<file path="src/rtl/rr_mux41_sel_ctrl_if.sv">
// rtl/rr_mux41_sel_ctrl_if.sv - request/select bundle between requesters and the 4:1 mux select controller
//
// Signals:
//   REQ  [3:0] channel requests, bit i asks for mux data input Di
//   DONE       consumer has taken the current mux output
//   SD1        mux select LSB ({SD2,SD1} = granted index)
//   SD2        mux select MSB
//   GNT  [3:0] one-hot grant, zero when idle
//   VLD        mux output is settled and belongs to the granted channel
//   TOUT       one-cycle pulse on a hold-timeout release
// Modports:
//   master - requester/consumer side (drives REQ/DONE)
//   slave  - select controller side (drives selects, grant and flags)

interface rr_mux41_sel_ctrl_if;
    logic [3:0] REQ;
    logic       DONE;
    logic       SD1;
    logic       SD2;
    logic [3:0] GNT;
    logic       VLD;
    logic       TOUT;

    modport master (
        output REQ,
        output DONE,
        input  SD1,
        input  SD2,
        input  GNT,
        input  VLD,
        input  TOUT
    );

    modport slave (
        input  REQ,
        input  DONE,
        output SD1,
        output SD2,
        output GNT,
        output VLD,
        output TOUT
    );
endinterface

</file>
<file path="src/rtl/rr_mux41_sel_ctrl.sv">
// rtl/rr_mux41_sel_ctrl.sv - round-robin select controller for a 4:1 mux cell
//
// Parameters:
//   SETTLE  (1..15)  cycles VLD stays low after every select change
//   MAXHOLD (0..255) max BUSY cycles per grant before forced release, 0 = no limit
// Ports:
//   CK   clock, rising edge
//   CDN  asynchronous active-low reset
//   bus  slave side of rr_mux41_sel_ctrl_if (REQ/DONE in; SD1/SD2/GNT/VLD/TOUT out)
// All outputs come straight from flops.

module rr_mux41_sel_ctrl #(
    parameter int unsigned SETTLE  = 1,
    parameter int unsigned MAXHOLD = 0
) (
    input  logic               CK,
    input  logic               CDN,
    rr_mux41_sel_ctrl_if.slave bus
);

    typedef enum logic [1:0] {
        ST_IDLE   = 2'd0,
        ST_SETTLE = 2'd1,
        ST_BUSY   = 2'd2
    } state_t;

    localparam logic [3:0] SETTLE_LOAD = 4'(SETTLE - 1);
    localparam logic [7:0] HOLD_LAST   = 8'(MAXHOLD - 1);
    localparam bit         HOLD_EN     = (MAXHOLD != 0);

    state_t     state_q,  state_d;
    logic [1:0] sel_q,    sel_d;
    logic [1:0] last_q,   last_d;
    logic [3:0] gnt_q,    gnt_d;
    logic       vld_q,    vld_d;
    logic       tout_q,   tout_d;
    logic [3:0] settle_q, settle_d;
    logic [7:0] hold_q,   hold_d;

    logic [3:0] req_clean;
    logic       done_known;
    logic       rel;
    logic       arb_en;
    logic [3:0] arb_req;
    logic [1:0] arb_start;
    logic [2:0] pick;

    // First set bit of req searching upward from start with wrap 3 -> 0.
    // Returns {found, index}. Scanning offsets high-to-low lets the
    // lowest offset overwrite, so it wins.
    function automatic logic [2:0] rr_pick(input logic [3:0] req, input logic [1:0] start);
        logic [2:0] res;
        logic [1:0] idx;
        res = 3'b000;
        for (int k = 3; k >= 0; k--) begin
            idx = start + 2'(k);
            if (req[idx]) begin
                res = {1'b1, idx};
            end
        end
        return res;
    endfunction

    // Unknown request bits never win arbitration.
    always_comb begin
        for (int i = 0; i < 4; i++) begin
            req_clean[i] = (bus.REQ[i] === 1'b1);
        end
        done_known = (bus.DONE === 1'b0) || (bus.DONE === 1'b1);
    end

    always_comb begin
        state_d   = state_q;
        sel_d     = sel_q;
        last_d    = last_q;
        gnt_d     = gnt_q;
        vld_d     = vld_q;
        tout_d    = 1'b0;
        settle_d  = settle_q;
        hold_d    = hold_q;
        rel       = 1'b0;
        arb_en    = 1'b0;
        arb_req   = req_clean;
        arb_start = last_q + 2'd1;
        pick      = 3'b000;

        case (state_q)
            ST_IDLE: begin
                arb_en = 1'b1;
            end
            ST_SETTLE: begin
                vld_d = 1'b0;
                if (!req_clean[sel_q]) begin
                    rel = 1'b1;
                end else if (settle_q == 4'd0) begin
                    state_d = ST_BUSY;
                    vld_d   = 1'b1;
                    hold_d  = 8'd0;
                end else begin
                    settle_d = settle_q - 4'd1;
                end
            end
            ST_BUSY: begin
                vld_d = 1'b1;
                if (!done_known) begin
                    // Unknown consumer handshake: freeze and make it visible on VLD.
                    vld_d = 1'bx;
                end else if (bus.DONE) begin
                    rel = 1'b1;
                end else if (!req_clean[sel_q]) begin
                    rel = 1'b1;
                end else if (HOLD_EN && (hold_q == HOLD_LAST)) begin
                    rel    = 1'b1;
                    tout_d = 1'b1;
                end else begin
                    hold_d = hold_q + 8'd1;
                end
            end
            default: begin
                state_d = ST_IDLE;
                gnt_d   = 4'd0;
                vld_d   = 1'b0;
            end
        endcase

        // A release re-arbitrates on the same edge among the other channels,
        // starting just after the channel being released.
        if (rel) begin
            vld_d     = 1'b0;
            arb_en    = 1'b1;
            arb_req   = req_clean & ~(4'b0001 << sel_q);
            arb_start = sel_q + 2'd1;
        end

        if (arb_en) begin
            pick = rr_pick(arb_req, arb_start);
            if (pick[2]) begin
                sel_d    = pick[1:0];
                last_d   = pick[1:0];
                gnt_d    = 4'b0001 << pick[1:0];
                settle_d = SETTLE_LOAD;
                vld_d    = 1'b0;
                state_d  = ST_SETTLE;
            end else if (rel) begin
                gnt_d   = 4'd0;
                state_d = ST_IDLE;
            end
        end
    end

    always_ff @(posedge CK or negedge CDN) begin
        if (!CDN) begin
            state_q  <= ST_IDLE;
            sel_q    <= 2'd0;
            last_q   <= 2'd3;
            gnt_q    <= 4'd0;
            vld_q    <= 1'b0;
            tout_q   <= 1'b0;
            settle_q <= 4'd0;
            hold_q   <= 8'd0;
        end else begin
            state_q  <= state_d;
            sel_q    <= sel_d;
            last_q   <= last_d;
            gnt_q    <= gnt_d;
            vld_q    <= vld_d;
            tout_q   <= tout_d;
            settle_q <= settle_d;
            hold_q   <= hold_d;
        end
    end

    assign bus.SD1  = sel_q[0];
    assign bus.SD2  = sel_q[1];
    assign bus.GNT  = gnt_q;
    assign bus.VLD  = vld_q;
    assign bus.TOUT = tout_q;

endmodule

</file>
<file path="src/flat_wrapper.sv">
// flat-port wrapper written by rule: the top's interface ports become plain ports
module rr_mux41_sel_ctrl_flat 
#(
    parameter int unsigned SETTLE  = 1,
    parameter int unsigned MAXHOLD = 0
)
  (CK, CDN, bus_REQ, bus_DONE, bus_SD1, bus_SD2, bus_GNT, bus_VLD, bus_TOUT);
  rr_mux41_sel_ctrl_if bus_i ();
  input  logic CK;
  input  logic CDN;
  input wire logic [$bits(bus_i.REQ)-1:0] bus_REQ;
  input wire logic [$bits(bus_i.DONE)-1:0] bus_DONE;
  output wire logic [$bits(bus_i.SD1)-1:0] bus_SD1;
  output wire logic [$bits(bus_i.SD2)-1:0] bus_SD2;
  output wire logic [$bits(bus_i.GNT)-1:0] bus_GNT;
  output wire logic [$bits(bus_i.VLD)-1:0] bus_VLD;
  output wire logic [$bits(bus_i.TOUT)-1:0] bus_TOUT;
  assign bus_i.REQ = bus_REQ;
  assign bus_i.DONE = bus_DONE;
  assign bus_SD1 = bus_i.SD1;
  assign bus_SD2 = bus_i.SD2;
  assign bus_GNT = bus_i.GNT;
  assign bus_VLD = bus_i.VLD;
  assign bus_TOUT = bus_i.TOUT;
  rr_mux41_sel_ctrl #(.SETTLE(SETTLE), .MAXHOLD(MAXHOLD)) u_core (.CK(CK), .CDN(CDN), .bus(bus_i));
endmodule
</file>
<file path="config.mk">
export PLATFORM = sky130hd
export DESIGN_NAME = rr_mux41_sel_ctrl_flat
export DESIGN_NICKNAME = d
export VERILOG_FILES = /design/src/rtl/rr_mux41_sel_ctrl_if.sv /design/src/rtl/rr_mux41_sel_ctrl.sv /design/src/flat_wrapper.sv
export SDC_FILE = /design/constraint.sdc
export NUM_CORES = 1
export LEC_CHECK = 0
export ABC_AREA = 1
export ABC_CLOCK_PERIOD_IN_PS = 4540
export CORE_UTILIZATION = 50
export CTS_CLUSTER_DIAMETER = 150
export DETAILED_ROUTE_END_ITERATION = 8
export PLACE_DENSITY = 0.72
export SLEW_MARGIN = 0
export SYNTH_ARGS = -nofsm -noshare
export SYNTH_HDL_FRONTEND = slang
export SYNTH_SLANG_ARGS = --single-unit
</file>
<file path="constraint.sdc">
create_clock -name CK -period 4.54 [get_ports CK]
set_input_delay 0.454 -clock CK [delete_from_list [all_inputs] [get_ports CK]]
set_output_delay 0.454 -clock CK [all_outputs]
set_load 0.1 [all_outputs]
</file>
Word level (Yosys, flattened, before mapping):

Cells that the tools add are included.

* register bits after elaboration: 15
* input port bits: 7
* output and inout port bits: 8
* word-level logic and storage cells: 80

* add/sub/neg operators: 6
* order comparisons: 5
* eq/ne operators: 8
* shift operators: 2
* mux-type cells: 45
* bitwise gates (word level): 2
* reduce and logical (&&, ||, !) cells: 6

Operators by type and width (count)
* two-way mux 4 bit: 10
* two-way mux 1 bit: 16
* < comparator 2 x 3 -> 1 bit, second input constant: 5
* two-way mux 3 bit: 5
* two-way mux 2 bit: 6
* binary-select mux 1 bit (select 2 bit): 5
* << shifter 1 x 2 -> 4 bit, first input constant: 2
* adder 2 x 1 -> 2 bit, second input constant: 3
* case equality test 1 bit, second input constant: 6
* adder 2 bit, second input constant: 2
* bitwise AND 4 bit: 1
* zero test 4 bit: 1
* NOT 4 bit: 1
* one-hot mux 2 bit (2 select lines): 1
* subtractor 4 x 1 -> 4 bit, second input constant: 1
* one-hot mux 1 bit (3 select lines): 1
* OR reduction 3 bit: 1
* equality test 2 x 1 -> 1 bit, second input constant: 1
* equality test 2 bit, second input constant: 1
* zero test 2 bit: 1
* one-hot mux 1 bit (2 select lines): 1
* AND reduction 2 bit: 1
* OR reduction 2 bit: 1
* logical OR 1 bit: 1

Logic depth before layout (Yosys ltp):

* word-level depth: 19
* mapped depth: 21
* depth with buffers taken out: 20

Worst setup path before layout:

No wires, ideal clock.

* path kind: flip-flop to flip-flop
* from: reg u_core.sel_q[0]
* to: reg u_core.sel_q[1]
* setup time: 130 ps
* arrival time: 2600 ps
* setup slack: 1810 ps
* cell stages (with the launch flop): 17
* cell sequence: dfrtp_1 > inv_2 > nand2_1 > nand2_1 > nand2_1 > nand2_2 > nand2_4 > buf_6 > nand3_2 > nand2_4 > nand2_2 > nand2_1 > nand2_2 > nor3_4 > nor2_2 > nand2_1 > o21ai_1

* word-level cells in the longest chain between the ends: 16

Ends and longest elaborated chain
* start: declaration: line rr_mux41_sel_ctrl.sv:32 `logic [1:0] sel_q, sel_d;`
* start signal: assignment: line rr_mux41_sel_ctrl.sv:163 `sel_q <= sel_d;`
* binary-select mux 1 bit (select 2 bit): line rr_mux41_sel_ctrl.sv:93, rr_mux41_sel_ctrl.sv:110
* two-way mux 1 bit (implied by the code): line rr_mux41_sel_ctrl.sv:93, rr_mux41_sel_ctrl.sv:110
* two-way mux 1 bit: line rr_mux41_sel_ctrl.sv:93, rr_mux41_sel_ctrl.sv:110
* two-way mux 1 bit: line rr_mux41_sel_ctrl.sv:108 `end else if (bus.DONE) begin`
* two-way mux 1 bit: line rr_mux41_sel_ctrl.sv:105 `if (!done_known) begin`
* one-hot mux 1 bit (2 select lines): line rr_mux41_sel_ctrl.sv:87 `case (state_q)`
* two-way mux 2 bit: line rr_mux41_sel_ctrl.sv:128 `if (rel) begin`
* adder 2 bit: line rr_mux41_sel_ctrl.sv:56 `idx = start + 2'(k);`
* binary-select mux 1 bit (select 2 bit): line rr_mux41_sel_ctrl.sv:57 `if (req[idx]) begin`
* two-way mux 1 bit (implied by the code): line rr_mux41_sel_ctrl.sv:57
* two-way mux 3 bit (4 in a row): line rr_mux41_sel_ctrl.sv:57
* two-way mux 3 bit: line rr_mux41_sel_ctrl.sv:135 `if (arb_en) begin`
* AND reduction 2 bit (no source line)

Parallel ways exist; a longest one is shown, timed or not. The select of a mux whose other input is x is not followed.
A chain may end at the register's enable or synchronous reset.

Worst setup path in the final report:

* from: reg u_core.state_q[1]
* to: reg u_core.sel_q[1]

* word-level cells in the longest chain between the ends: 12

Ends and longest elaborated chain
* start: declaration: line rr_mux41_sel_ctrl.sv:31 `state_t state_q, state_d;`
* start signal: assignment: line rr_mux41_sel_ctrl.sv:162 `state_q <= state_d;`
* equality test 2 bit / equality test 2 x 1 -> 1 bit (equally long branches)
* one-hot mux 1 bit (2 select lines): line rr_mux41_sel_ctrl.sv:87
* two-way mux 2 bit: line rr_mux41_sel_ctrl.sv:128
* adder 2 bit: line rr_mux41_sel_ctrl.sv:56
* binary-select mux 1 bit (select 2 bit): line rr_mux41_sel_ctrl.sv:57
* two-way mux 1 bit (implied by the code): line rr_mux41_sel_ctrl.sv:57
* two-way mux 3 bit (4 in a row): line rr_mux41_sel_ctrl.sv:57
* two-way mux 3 bit: line rr_mux41_sel_ctrl.sv:135
* AND reduction 2 bit (no source line)

Parallel ways exist; a longest one is shown, timed or not. The select of a mux whose other input is x is not followed.

==> run_results.csv <==
group,metric,value,unit
sta,tns,0,ns
floorplan,io_pins,15,
placement,gp_congestion,0.856,
finish,final_cells,238,
placement,hpwl,2020,um
sta,period_minus_slack,2.71,ns
grt,globalRouteOverflowTotal,0,
grt,grt_max_degree,16,
sta,worst_slew_pin_slew,0.978,ns
clocking,cts-htree-levels,1,
detailed_routing,routed-via-count,1218,
clocking,cts_buffers,3,
setup_path,cp.arrival,2.88,ns
grt,antenna_found_initial,0,
detailed_routing,drcViolationCount,2,
sta,rsz0062_at_grt,"no",
clocking,cts_tree,"built",
yosys,synthCells,195,
finish,nets,221,
grt,grt_pass1_vias,1105,
detailed_routing,drt_pass1_iterations,6,
yosys,yosys_warnings,0,
setup_path,cp_max_fo,13,
yosys,synth_flop_cell,"dfrtp_1",
clocking,clock_latency,0.29,ns
sta,setup_viol,0,
setup_path,worstSetupPathType,"reg -> reg",
detailed_routing,avgViaCountPerCell,5.12,
finish,layout_common_cells,"59 x nand2_1, 24 x inv_1, 22 x nor2_1, 13 x clkdlybuf4s50_1, 13 x dfrtp_1",
setup_path,start_kind,"register",
finish,drive_gt1_share,15.9,%
setup_path,required,4.71,ns
clocking,postCtsResizedCells,0,
status,status,"complete, but fails checks",
status,violations,"design-rule violations",
sta,fin_crit_sh,59.6,%
yosys,synth_edf_count,0,
setup_path,cp-end-kind,"register",
floorplan,fp.dieW,53.1,um
sta,maxSlewHeadroom,34.6,%
placement,portBuffers,13,
detailed_routing,detail-route-antenna-nets,0,
sta,fmax,0.370,GHz
hold_path,min_path_type,"reg -> reg",
job,maxCapViolCount,0,
clocking,cts.sinks,15,
yosys,ys_seq_area_share,29.0,%
finish,nFillCells,255,
yosys,yosysUniqueCellTypes,31,
detailed_routing,drtIter0Drc,28,
sta,final_max_slew_viol_count,0,
yosys,syn_area,1310,um^2
yosys,ys_top_cells_by_area,"dfrtp_1 25%, nand2_1 17%, inv_1 6.9%",
floorplan,coreArea,2480,um^2
clocking,path_clk_slew,0.09,ns
yosys,synth_top_area_cell,"dfrtp_1",
floorplan,num_rows,18,
grt,grt_pass1_wl,4530,um
placement,dpl.cell_count,234,
floorplan,initial_core_util,52.7,%
clocking,cts_setup_buffers,0,
clocking,root_buffer,"clkbuf_4",
clocking,hold_buffers,0,
clocking,clk_path_buf_depth,2,
finish,final_common_cell,"nand2_1",
floorplan,die_height,53.1,um
floorplan,die_area,2820,um^2
yosys,synth_top_area_share,24.9,%
finish,fin_area,1460,um^2
detailed_routing,routed_wl,2610,um
sta,finClkSkew,0.00111,ns
yosys,synth-seq-cells,15,
finish,multi_input_area,787,um^2
yosys,syn-num-nets,207,
yosys,postSynth.asyncResetShare,100,%
sta,hold_viol,0,
placement,post_dp_cell_area,1440,um^2
finish,antennaDiodeCount,0,
grt,grtUsageTotal,22.1,%
detailed_routing,wl_per_cell,11.0,um
finish,syn_to_final_growth,12.2,%
yosys,synth_area_per_cell,6.69,um^2
finish,seq_area,378,um^2
==> synthesized netlist by cell type, types with 2 or more instances <==
master and n:
a21oi_1 5, o21ai_0 4, nand3_1 12, nand2_2 12, nand2_4 4, nand3_2 3
inv_2 4, nor2_1 22, dfstp_2 2, nand2_1 59, a31oi_1 4, nand3b_1 2
o21ai_1 4, ha_1 5, buf_6 2, inv_1 24, dfrtp_1 13
==> worst paths after layout <==
kind	endpoint	slack [ns]	depth (start not counted)	start
setup reg to reg	u_core.sel_q[1]$_DFFE_PN0P_	1.83	12	u_core.state_q[1]$_DFF_PN0_
min in group asynchronous	u_core.state_q[0]$_DFF_PN0_	0.56	1	CDN
setup / recovery	u_core.sel_q[1]$_DFFE_PN0P_	1.83	12	u_core.state_q[1]$_DFF_PN0_
hold reg to reg	u_core.last_q[1]$_DFFE_PN1P_	0.51	2	u_core.last_q[1]$_DFFE_PN1P_
hold / removal	u_core.last_q[1]$_DFFE_PN1P_	0.51	2	u_core.last_q[1]$_DFFE_PN1P_
max in group asynchronous	u_core.settle_q[1]$_DFF_PN0_	3.56	1	CDN
==> worst max-delay path: stages (launching register included) <==
cell	delay, ns
dfrtp_1	0.41
inv_1	0.14
ha_1	0.26
o21a_1	0.41
nand2_2	0.25
nand2_1	0.16
nand2_4	0.10
nand2_2	0.09
nand2_4	0.07
nor3_4	0.34
nor2_2	0.17
nand2_1	0.11
o21ai_1	0.06
==> metrics by stage <==
stage | setup slack, ns | hold WS, ns | utilization (%)
floorplan | 1.81 | 0.158 | -
global placement | 1.78 | 0.489 | 58.0
detailed placement | 1.69 | 0.496 | 58.0
CTS | 1.86 | 0.507 | 59.1
global route | 1.60 | 0.538 | 59.1
finish | 1.83 | 0.512 | 59.1
==> area by class of cell <==
| type | instances | share of cell area, % |
|---|---|---|
| Timing Repair Buffer | 13 | 8.89 |
| Inverter | 28 | 7.18 |
| Tap cell | 30 | 2.56 |
| Clock buffer | 4 | 1.79 |
| Sequential cell | 15 | 25.8 |
| Multi-Input combinational cell | 148 | 53.8 |
==> logic make-up after synthesis <==
kind of cell	Yosys count	share of synthesized area (%)
and+or+nand+nor	117	42.8
buffers and inverters	32	10.7
AOI/OAI and AO/OA	23	10.9
DFF	15	29.0
adders and majority gates	5	4.79
other	1	0.287
xor gates and xnor gates	1	0.671
muxes	1	0.863
==> registers in the layout, summed over array words and instances (netlist names) <==
signal,flops
u_core.settle_q,4
u_core.bus.VLD,1
u_core.bus.GNT,4
u_core.sel_q,2
u_core.last_q,2
u_core.state_q,2
==> per-layer routing <==
layer | up-vias | global-route usage (%) | share of wire, %
li1 | 645 | - | -
met4 | 0 | 8.33 | 0.92
met2 | 27 | 38.6 | 47
met5 | - | 0 | 0
met3 | 3 | 3.74 | 2.8
met1 | 543 | 26.7 | 49
Power is not shown: default switching activity piles up to over one toggle a cycle in this logic, so the estimate is an artifact.
